### src/rtl/mc_datapath_hs.sv
// mc_datapath_hs
// Multi-cycle datapath that sits between the multi-cycle control unit and a
// unified instruction/data memory. PC, IR, MDR, ALUOut and the output port are
// registered here. Memory is reached through a small IDLE -> REQ -> DONE
// handshake FSM, so memory latency is variable. The control unit waits on
// mem_done before it moves on.
//
// Ports
//   clk, reset_n          rising-edge clock, asynchronous active-low reset
//   reg_write, reg_dst    RF write enable and write-address select
//   mem_to_reg            RF write-data select (ALUOut / MDR / PC+1)
//   alu_src_a, alu_src_b  ALU operand selects
//   alu_op                ALU operation code
//   pc_source, pc_write   PC next-value select and load enable
//   mem_start, mem_we,    start one memory access; the access type, address
//   iord, mem_fetch       source and fetch flag are sampled with mem_start
//   out_write             load output_port from RF[rs]
//   mem_req, mem_wr,      memory request, write strobe, address and write
//   mem_addr, mem_wdata   data; all are held stable until acknowledged
//   mem_rdata, mem_ack    memory read data and acknowledge
//   mem_busy, mem_done    memory FSM is busy / one-cycle completion pulse
//   ir_out                IR[15:0] for opcode and function decode
//   alu_compare           signed compare of ALU operands (00 eq, 01 lt, 10 gt)
//   output_port,          registered output value and its one-cycle strobe
//   output_valid
module mc_datapath_hs #(
  parameter int                   WORD_SIZE = 16,
  parameter logic [WORD_SIZE-1:0] PC_RESET  = '0
) (
  input  logic                 clk,
  input  logic                 reset_n,
  input  logic                 reg_write,
  input  logic [1:0]           reg_dst,
  input  logic [1:0]           mem_to_reg,
  input  logic                 alu_src_a,
  input  logic [1:0]           alu_src_b,
  input  logic [3:0]           alu_op,
  input  logic [1:0]           pc_source,
  input  logic                 pc_write,
  input  logic                 mem_start,
  input  logic                 mem_we,
  input  logic                 iord,
  input  logic                 mem_fetch,
  input  logic                 out_write,
  output logic                 mem_req,
  output logic                 mem_wr,
  output logic [WORD_SIZE-1:0] mem_addr,
  output logic [WORD_SIZE-1:0] mem_wdata,
  input  logic [WORD_SIZE-1:0] mem_rdata,
  input  logic                 mem_ack,
  output logic                 mem_busy,
  output logic                 mem_done,
  output logic [15:0]          ir_out,
  output logic [1:0]           alu_compare,
  output logic [WORD_SIZE-1:0] output_port,
  output logic                 output_valid
);

  localparam int W = WORD_SIZE;

  typedef enum logic [1:0] {MEM_IDLE, MEM_REQ, MEM_DONE} mem_state_t;

  mem_state_t     state_q, state_d;
  logic [W-1:0]   pc, mdr, alu_out;
  logic [W-1:0]   rf [4];
  logic [15:0]    ir;
  logic [1:0]     rs, rt, rd;
  logic [W-1:0]   alu_a, alu_b, alu_result, imm_sext, pc_plus1, pc_next;
  logic [W-1:0]   rf_wdata;
  logic [1:0]     rf_waddr;
  logic [W-1:0]   addr_q, wdata_q;
  logic           wr_q, fetch_q;

  assign rs       = ir[11:10];
  assign rt       = ir[9:8];
  assign rd       = ir[7:6];
  assign imm_sext = {{(W-8){ir[7]}}, ir[7:0]};
  assign pc_plus1 = pc + 1'b1;

  // Operand selection and ALU; undefined op codes produce zero.
  always_comb begin
    alu_a = alu_src_a ? rf[rs] : pc;
    case (alu_src_b)
      2'd0:    alu_b = rf[rt];
      2'd1:    alu_b = W'(1);
      2'd2:    alu_b = imm_sext;
      default: alu_b = '0;
    endcase
    alu_result = '0;
    case (alu_op)
      4'd0: alu_result = alu_a + alu_b;
      4'd1: alu_result = alu_a - alu_b;
      4'd2: alu_result = alu_a & alu_b;
      4'd3: alu_result = alu_a | alu_b;
      4'd4: alu_result = ~alu_a;
      4'd5: alu_result = '0 - alu_a;
      4'd6: alu_result = {alu_a[W-2:0], 1'b0};
      4'd7: alu_result = {alu_a[W-1], alu_a[W-1:1]};
      4'd8: alu_result[15:0] = {alu_b[7:0], 8'h00};
      default: alu_result = '0;
    endcase
  end

  // Signed compare of the raw ALU operands for branch decisions.
  always_comb begin
    alu_compare = 2'b00;
    if ($signed(alu_a) < $signed(alu_b))
      alu_compare = 2'b01;
    else if ($signed(alu_a) > $signed(alu_b))
      alu_compare = 2'b10;
  end

  // Register-file write port and PC next-value muxes.
  always_comb begin
    case (mem_to_reg)
      2'd1:    rf_wdata = mdr;
      2'd2:    rf_wdata = pc_plus1;
      default: rf_wdata = alu_out;
    endcase
    case (reg_dst)
      2'd1:    rf_waddr = rd;
      2'd2:    rf_waddr = 2'd2;
      default: rf_waddr = rt;
    endcase
    case (pc_source)
      2'd0:    pc_next = alu_result;
      2'd1:    pc_next = alu_out;
      2'd2:    pc_next = rf[rs];
      default: pc_next = {pc[W-1:12], ir[11:0]};
    endcase
  end

  // Architectural registers: PC, ALUOut, RF and the output port.
  always_ff @(posedge clk or negedge reset_n) begin
    if (!reset_n) begin
      pc           <= PC_RESET;
      alu_out      <= '0;
      output_port  <= '0;
      output_valid <= 1'b0;
      for (int i = 0; i < 4; i++) rf[i] <= '0;
    end else begin
      alu_out      <= alu_result;
      output_valid <= out_write;
      if (pc_write)  pc <= pc_next;
      if (reg_write) rf[rf_waddr] <= rf_wdata;
      if (out_write) output_port <= rf[rs];
    end
  end

  // Memory FSM state register.
  always_ff @(posedge clk or negedge reset_n) begin
    if (!reset_n) state_q <= MEM_IDLE;
    else          state_q <= state_d;
  end

  // Memory FSM next state; mem_start is only honoured from IDLE.
  always_comb begin
    state_d = state_q;
    case (state_q)
      MEM_IDLE: if (mem_start) state_d = MEM_REQ;
      MEM_REQ:  if (mem_ack)   state_d = MEM_DONE;
      default:  state_d = MEM_IDLE;
    endcase
  end

  // Access attributes are captured at the start so they stay frozen during REQ;
  // IR and MDR only change on an acknowledged read.
  always_ff @(posedge clk or negedge reset_n) begin
    if (!reset_n) begin
      addr_q  <= '0;
      wdata_q <= '0;
      wr_q    <= 1'b0;
      fetch_q <= 1'b0;
      mdr     <= '0;
      ir      <= '0;
    end else begin
      if (state_q == MEM_IDLE && mem_start) begin
        addr_q  <= iord ? alu_out : pc;
        wdata_q <= rf[rt];
        wr_q    <= mem_we;
        fetch_q <= mem_fetch;
      end
      if (state_q == MEM_REQ && mem_ack && !wr_q) begin
        mdr <= mem_rdata;
        if (fetch_q) ir <= mem_rdata[15:0];
      end
    end
  end

  assign mem_req   = (state_q == MEM_REQ);
  assign mem_wr    = wr_q & mem_req;
  assign mem_addr  = addr_q;
  assign mem_wdata = wdata_q;
  assign mem_busy  = (state_q != MEM_IDLE);
  assign mem_done  = (state_q == MEM_DONE);
  assign ir_out    = ir;

endmodule

### config.mk
export PLATFORM = sky130hd
export DESIGN_NAME = mc_datapath_hs
export DESIGN_NICKNAME = d
export VERILOG_FILES = /design/src/rtl/mc_datapath_hs.sv
export SDC_FILE = /design/constraint.sdc
export NUM_CORES = 1
export LEC_CHECK = 0
export ABC_AREA = 1
export CAP_MARGIN = 5
export CORE_MARGIN = 3
export CORE_UTILIZATION = 64
export DETAILED_ROUTE_END_ITERATION = 10
export PLACE_DENSITY_LB_ADDON = 0.05
export SLEW_MARGIN = 5
export SYNTH_ARGS = -nofsm -noshare
export SYNTH_HDL_FRONTEND = slang
export SYNTH_SLANG_ARGS = --single-unit
### constraint.sdc
create_clock -name clk -period 15.15 [get_ports clk]
set_input_delay 4.545 -clock clk [delete_from_list [all_inputs] [get_ports clk]]
set_output_delay 4.545 -clock clk [all_outputs]
set_load 0.02 [all_outputs]
# Yosys cells after proc, flatten, opt, wreduce, memory -nomap -nowiden
# Index checks and enable logic that the tools add are counted.
dict set report word_totals {
  in_bits 39
  out_inout_bits 71
  elab_cells 88
  reg_bits 181
}
dict set report op_classes {
  order_cmp 6
  mux 21
  n_addsub 4
  bitwise 7
  n_eq_ne 20
  n_reduce_logical 14
}
# cell n
set ops {}
lappend ops {{$pmux 16 s9} 1}
lappend ops {{$mux 16} 7}
lappend ops {{$pmux 16 s3} 2}
lappend ops {{$bmux 16 s2} 2}
lappend ops {{$bwmux 64} 1}
lappend ops {{$demux 16 s2} 1}
lappend ops {{$pmux 16 s2} 1}
lappend ops {{$add 16x1->16 const B} 1}
lappend ops {{$add 16x16->16} 1}
lappend ops {{$and 16x16->16} 1}
lappend ops {{$eq 4x3->1 const B} 4}
lappend ops {{$gt 16x16->1} 1}
lappend ops {{$lt 16x16->1} 1}
lappend ops {{$not 16->16} 1}
lappend ops {{$or 16x16->16} 1}
lappend ops {{$sub 1x16->16 const A} 1}
lappend ops {{$sub 16x16->16} 1}
lappend ops {{$eq 2x1->1 const B} 5}
lappend ops {{$eq 2x2->1 const B} 5}
lappend ops {{$ge 3x3->1 const B} 3}
lappend ops {{$not 2->3} 3}
lappend ops {{$eq 4x2->1 const B} 2}
lappend ops {{$mux 2} 4}
lappend ops {{$pmux 2 s2} 2}
lappend ops {{13 further kinds} 20}

# Longest topological paths before layout
# Gate-level depths: netlist (run 1).
dict set report logic_depth {
  word_depth 8
  mapped_depth 28
}

# Worst setup path before layout (run 1)
# No wires, ideal clock.
dict set report synth_timing {
  kind {input -> output}
  from {input port alu_src_a}
  to {output port alu_compare[1]}
  t_required_ps 10605
  stages 14
  slack_ps 3410
  t_arrival_ps 7195
  cell_sequence {inv_2 clkbuf_1 nand2_1 nand2_4 clkinv_2 ha_1 clkbuf_1 inv_1 a21oi_1 o21bai_1 a21oi_1 o211ai_1 o21ai_0 nor2_1}
}
dict set report synth_between {
  elab_chain_len 4
  elab_cells_between_ends 5
  classes_between {order compare: 2; mux: 3}
}
# item line
set synth_lines {}
lappend synth_lines {{start, declared} 35} ;# input logic alu_src_a,
lappend synth_lines {{$mux 16 *} 82} ;# alu_a = alu_src_a ? rf[rs] : pc;
lappend synth_lines {{$gt 16x16->1} 109} ;# else if ($signed(alu_a) > $signed(alu_b))
lappend synth_lines {{$mux 2} 109}
lappend synth_lines {{$mux 2 *} 107} ;# if ($signed(alu_a) < $signed(alu_b))
lappend synth_lines {{end, declared} 54} ;# output logic [1:0] alu_compare,
# Mark *: on every way between the ends. The rest lies on a longest branch, timed or not.

# Worst setup path after layout (run 1)
dict set report layout_timing {
  from {input port alu_src_b[0]}
  to {output port alu_compare[1]}
}
dict set report layout_between {
  elab_chain_len 5
  elab_cells_between_ends 8
  classes_between {order compare: 2; eq/ne: 2; mux: 3; reduce/logical: 1}
}
# item line
set layout_lines {}
lappend layout_lines {{start, declared} 36} ;# input logic [1:0] alu_src_b,
lappend layout_lines {{$eq 2x2->1, or another cell as far along} 83} ;# case (alu_src_b)
lappend layout_lines {{$pmux 16 s3 *} 83}
lappend layout_lines {{$gt 16x16->1} 109}
lappend layout_lines {{$mux 2} 109}
lappend layout_lines {{$mux 2 *} 107}
# Marked as above.

==> results of run 1 <==
## placed cells by master (no fill, tap or decap), types with 8 or more instances in the layout
cell	instances
nand2_1	567
o21ai_0	215
inv_1	183
dfrtp_1	181
nand3_1	122
clkdlybuf4s50_1	108
a21oi_1	102
nor2_1	95
ha_1	54
nand3_2	24
o22ai_1	21
nand2_2	18
clkbuf_16	17
nor3_1	14
nand4_1	12
o211ai_1	11
nor2_2	10
nand2_4	8
o221ai_1	8
a22oi_1	8
## worst reg2reg max path, cell delays in order, from the launching register on
cell,delay (ns)
dfrtp_1,0.73
buf_4,0.47
clkinv_1,0.67
nand2_1,0.23
nand3_1,0.10
nand2_1,0.38
o22ai_1,0.27
fa_1,0.47
nor2_1,0.18
nor2_1,0.07
nor2_1,0.27
a21boi_0,0.20
inv_1,0.12
nand2_1,0.12
nand3_1,0.11
nand2_1,0.05
nor2_1,0.19
nor2_1,0.08
nand3_2,0.10
nand2_1,0.07
a21oi_2,0.16
## flip-flops by register name, summed over array words and instances (netlist names), 2 cells and up
register,count
alu_out,16
output_port,16
ir_out,16
mdr,16
mem_wdata,16
rf,64
mem_addr,16
pc,16
state_q,2
## area by class of cell
class / count / area, um2 / area share
Multi-Input combinational cell: 1345 / 6880 / 0.482
Sequential cell: 181 / 4530 / 0.317
Timing Repair Buffer: 116 / 1140 / 0.0802
Inverter: 197 / 749 / 0.0525
Clock buffer: 17 / 425 / 0.0298
Tap cell: 260 / 325 / 0.0228
Clock inverter: 15 / 205 / 0.0144
Antenna cell: 2 / 5.00 / 0.000351
## power groups by stage
stage / Clock [W] / Sequential (W) / Combinational (W)
after CTS: 0.000463 / 0.000861 / 0.00178
after detailed placement: 0 / 0.000864 / 0.00176
after global placement: 0 / 0.000854 / 0.00173
after global routing: 0.000486 / 0.000893 / 0.00198
after floorplan: 0 / 0.000905 / 0.00107
final: 0.000468 / 0.000875 / 0.00186
## kinds of logic (layout without fill, tap and decap cells)
group / count (synthesis) / after routing
flip-flops: 181 / 181
XOR/XNOR: 2 / 2
adder cells (fa/ha/maj): 56 / 56
AO/OA/AOI/OAI: 401 / 401
AND/OR/NAND/NOR: 886 / 886
buffers and inverters: 281 / 345
other: 0 / 2
## per-stage QoR
| step | instance area [um2] | setup WS, ns |
|---|---|---|
| after floorplan | 12600 | 3.41 |
| after global placement | 13600 | 2.41 |
| after detailed placement | 13600 | 2.35 |
| after CTS | 14300 | 2.33 |
| after global routing | 14300 | 2.01 |
| final | 14300 | 2.25 |
## worst min path at each step
stage | start | end | slack [ns] | cells past startpoint
global route | mem_addr[2] | mem_addr[2] | 0.52 | 2
floorplan | fetch_q | fetch_q | 0.45 | 2
finish | output_port[3] | output_port[3] | 0.49 | 2
CTS | output_port[3] | output_port[3] | 0.49 | 2
detailed placement | output_port[5] | output_port[5] | 0.47 | 2
global placement | output_port[6] | output_port[6] | 0.46 | 2
## layer usage
layer	wire length, um	GRT usage	share of wire
met1	17200	0.585	0.38
met3	7100	0.127	0.15
met4	2410	0.178	0.052
met5	30	0	0.00065
met2	19100	0.620	0.42
==> metrics.cfg, run 1 <==
[synthesis]
synthCells=1807
yosys-top-cells-area=dfrtp_1 36%, nand2_1 17%, o21ai_0 8.6%
synth-xor-area-share=0.00139
synth_top_family_by_area=simple AND/OR/NAND/NOR gates
synth-edff-count=0
netlist_area_um2=12600
yosysSeqAreaShare=0.361
yosys_warnings=0
yosys_register_bits=181
synthSimpleGateAreaFrac=0.311
synth-main-ff-cell=dfrtp_1
synth_area_leader_cell=dfrtp_1
synth_compound_area_frac=0.178
yosysMostFrequentCell=nand2_1
avgSynthCellArea_um2=6.95
ys_types=51
synthesis.nets=1902
synth_common_cells=568 x nand2_1, 215 x o21ai_0, 183 x inv_1, 181 x dfrtp_1, 122 x nand3_1
synthMuxAreaShare=0
synth_fa_ha_area_frac=0.0570
yosys.area.top_type_share=0.361
synthArstFlopShare=1.00

[setup_path]
worstPathRequired_ns=10.61
rrSetupSlack_ns=10.02
critical_path_depth=14
slowest_delay_ns=0.61
cp_slowest_cell=clkdlybuf4s50_1
crit_fanout=16
reg2reg_depth=20
rr_endpoint=pc[14]
critPathBufInv=3
crit_arrival_ns=8.36
critPathKind=in -> out
setup.worst_path.start=alu_src_b[0]
cpMostUsedCell=nor2_1
start_kind=input pin
endpoint_kind=output port
reg2reg_from=ir_out[8]
crit_family=buffers and inverters
worstPathCellList=clkdlybuf4s50_1 -> inv_1 -> nand2_1 -> o21ai_0 -> ha_1 -> fa_1 -> nor2_1 -> nor2_1 -> nor2_1 -> nand2_1 -> a21oi_1 -> o21ai_0 -> nor2_1 -> clkdlybuf4s50_1
cp-endpoint=alu_compare[1]

[layout]
layout-drive-gt1-share=0.0706
area_growth_syn_to_layout_pct=13.6
finalNonFillerCells=2133
fill_cells=1366
final_core_util=0.750
nets=1953

[status]
status=finished, final reports clean

[routing]
ant_nets=0
num_vias=13700
drt_iter0_markers=2281
wl_per_cell_um=21.5
wl_mm=45.9
drc=0
vias_per_cell=6.41
drt_first_pass_iters=7

[timing]
setup_viol=0
relSlewSlack=0.100
worst_clock_skew_ns=0.0145
fin_crit_sh=0.852
fmax_ghz=0.0775
rsz0062_at_grt=false
worst_hold_slack_ns=0.488
timing.setup.tns_ns=0
hold_viol_final=0
min_period_ns=12.90
slew_violations=0
worstMarginPinSlew_ns=1.34

[power_and_ir_drop]
switchingPower_w=0.00170
p_clk_frac=0.146
p_seq_frac=0.273
power.density_nw_per_um2=225
cellLeakagePower_nw=6.81
peakVddDrop_v=0.000176
internal_power_w=0.00150
combPwrFrac=0.581
finalPower_w=0.00320
switching_share=0.531

[die]
coreArea_um2=19000
die_x_um=146
initial_core_util=0.660
die_area_um2=21300
rows=50
die_y_um=146
ios=110

[clock_network]
post_cts_buffers=0
cts_max_level=4
worstSkewPairLatency_ns=0.45
cts_sinks=181
clockRootBuffer=clkbuf_16
cts_resized=0
postCtsHoldBufs=0
cts_buffers=17
clockBufferDepth=2
cts_tree=built
clk_pin_slew_ns=0.07

[grt]
grt_pass1_wl_mm=70.5
track_usage=0.422
grt_max_degree=94
antenna_found_initial=5
grt_pass1_vias=12500
grt_overflow=0

[placed_design]
placedCellCount=2099
dp_hpwl_mm=34.0
portBuffers=109
place_congestion=1.05

[run]
cap_violations=0

[worst_hold_path]
hp-class=reg -> reg

No activity file was read; power rests on OpenSTA's default activity.
==> inputs of run 2 (changes only) <==
Settings changed: TNS_END_PERCENT set to 50.
==> results of run 2 <==
No change in the layout: final DEF, timing and power equal those of run 1.
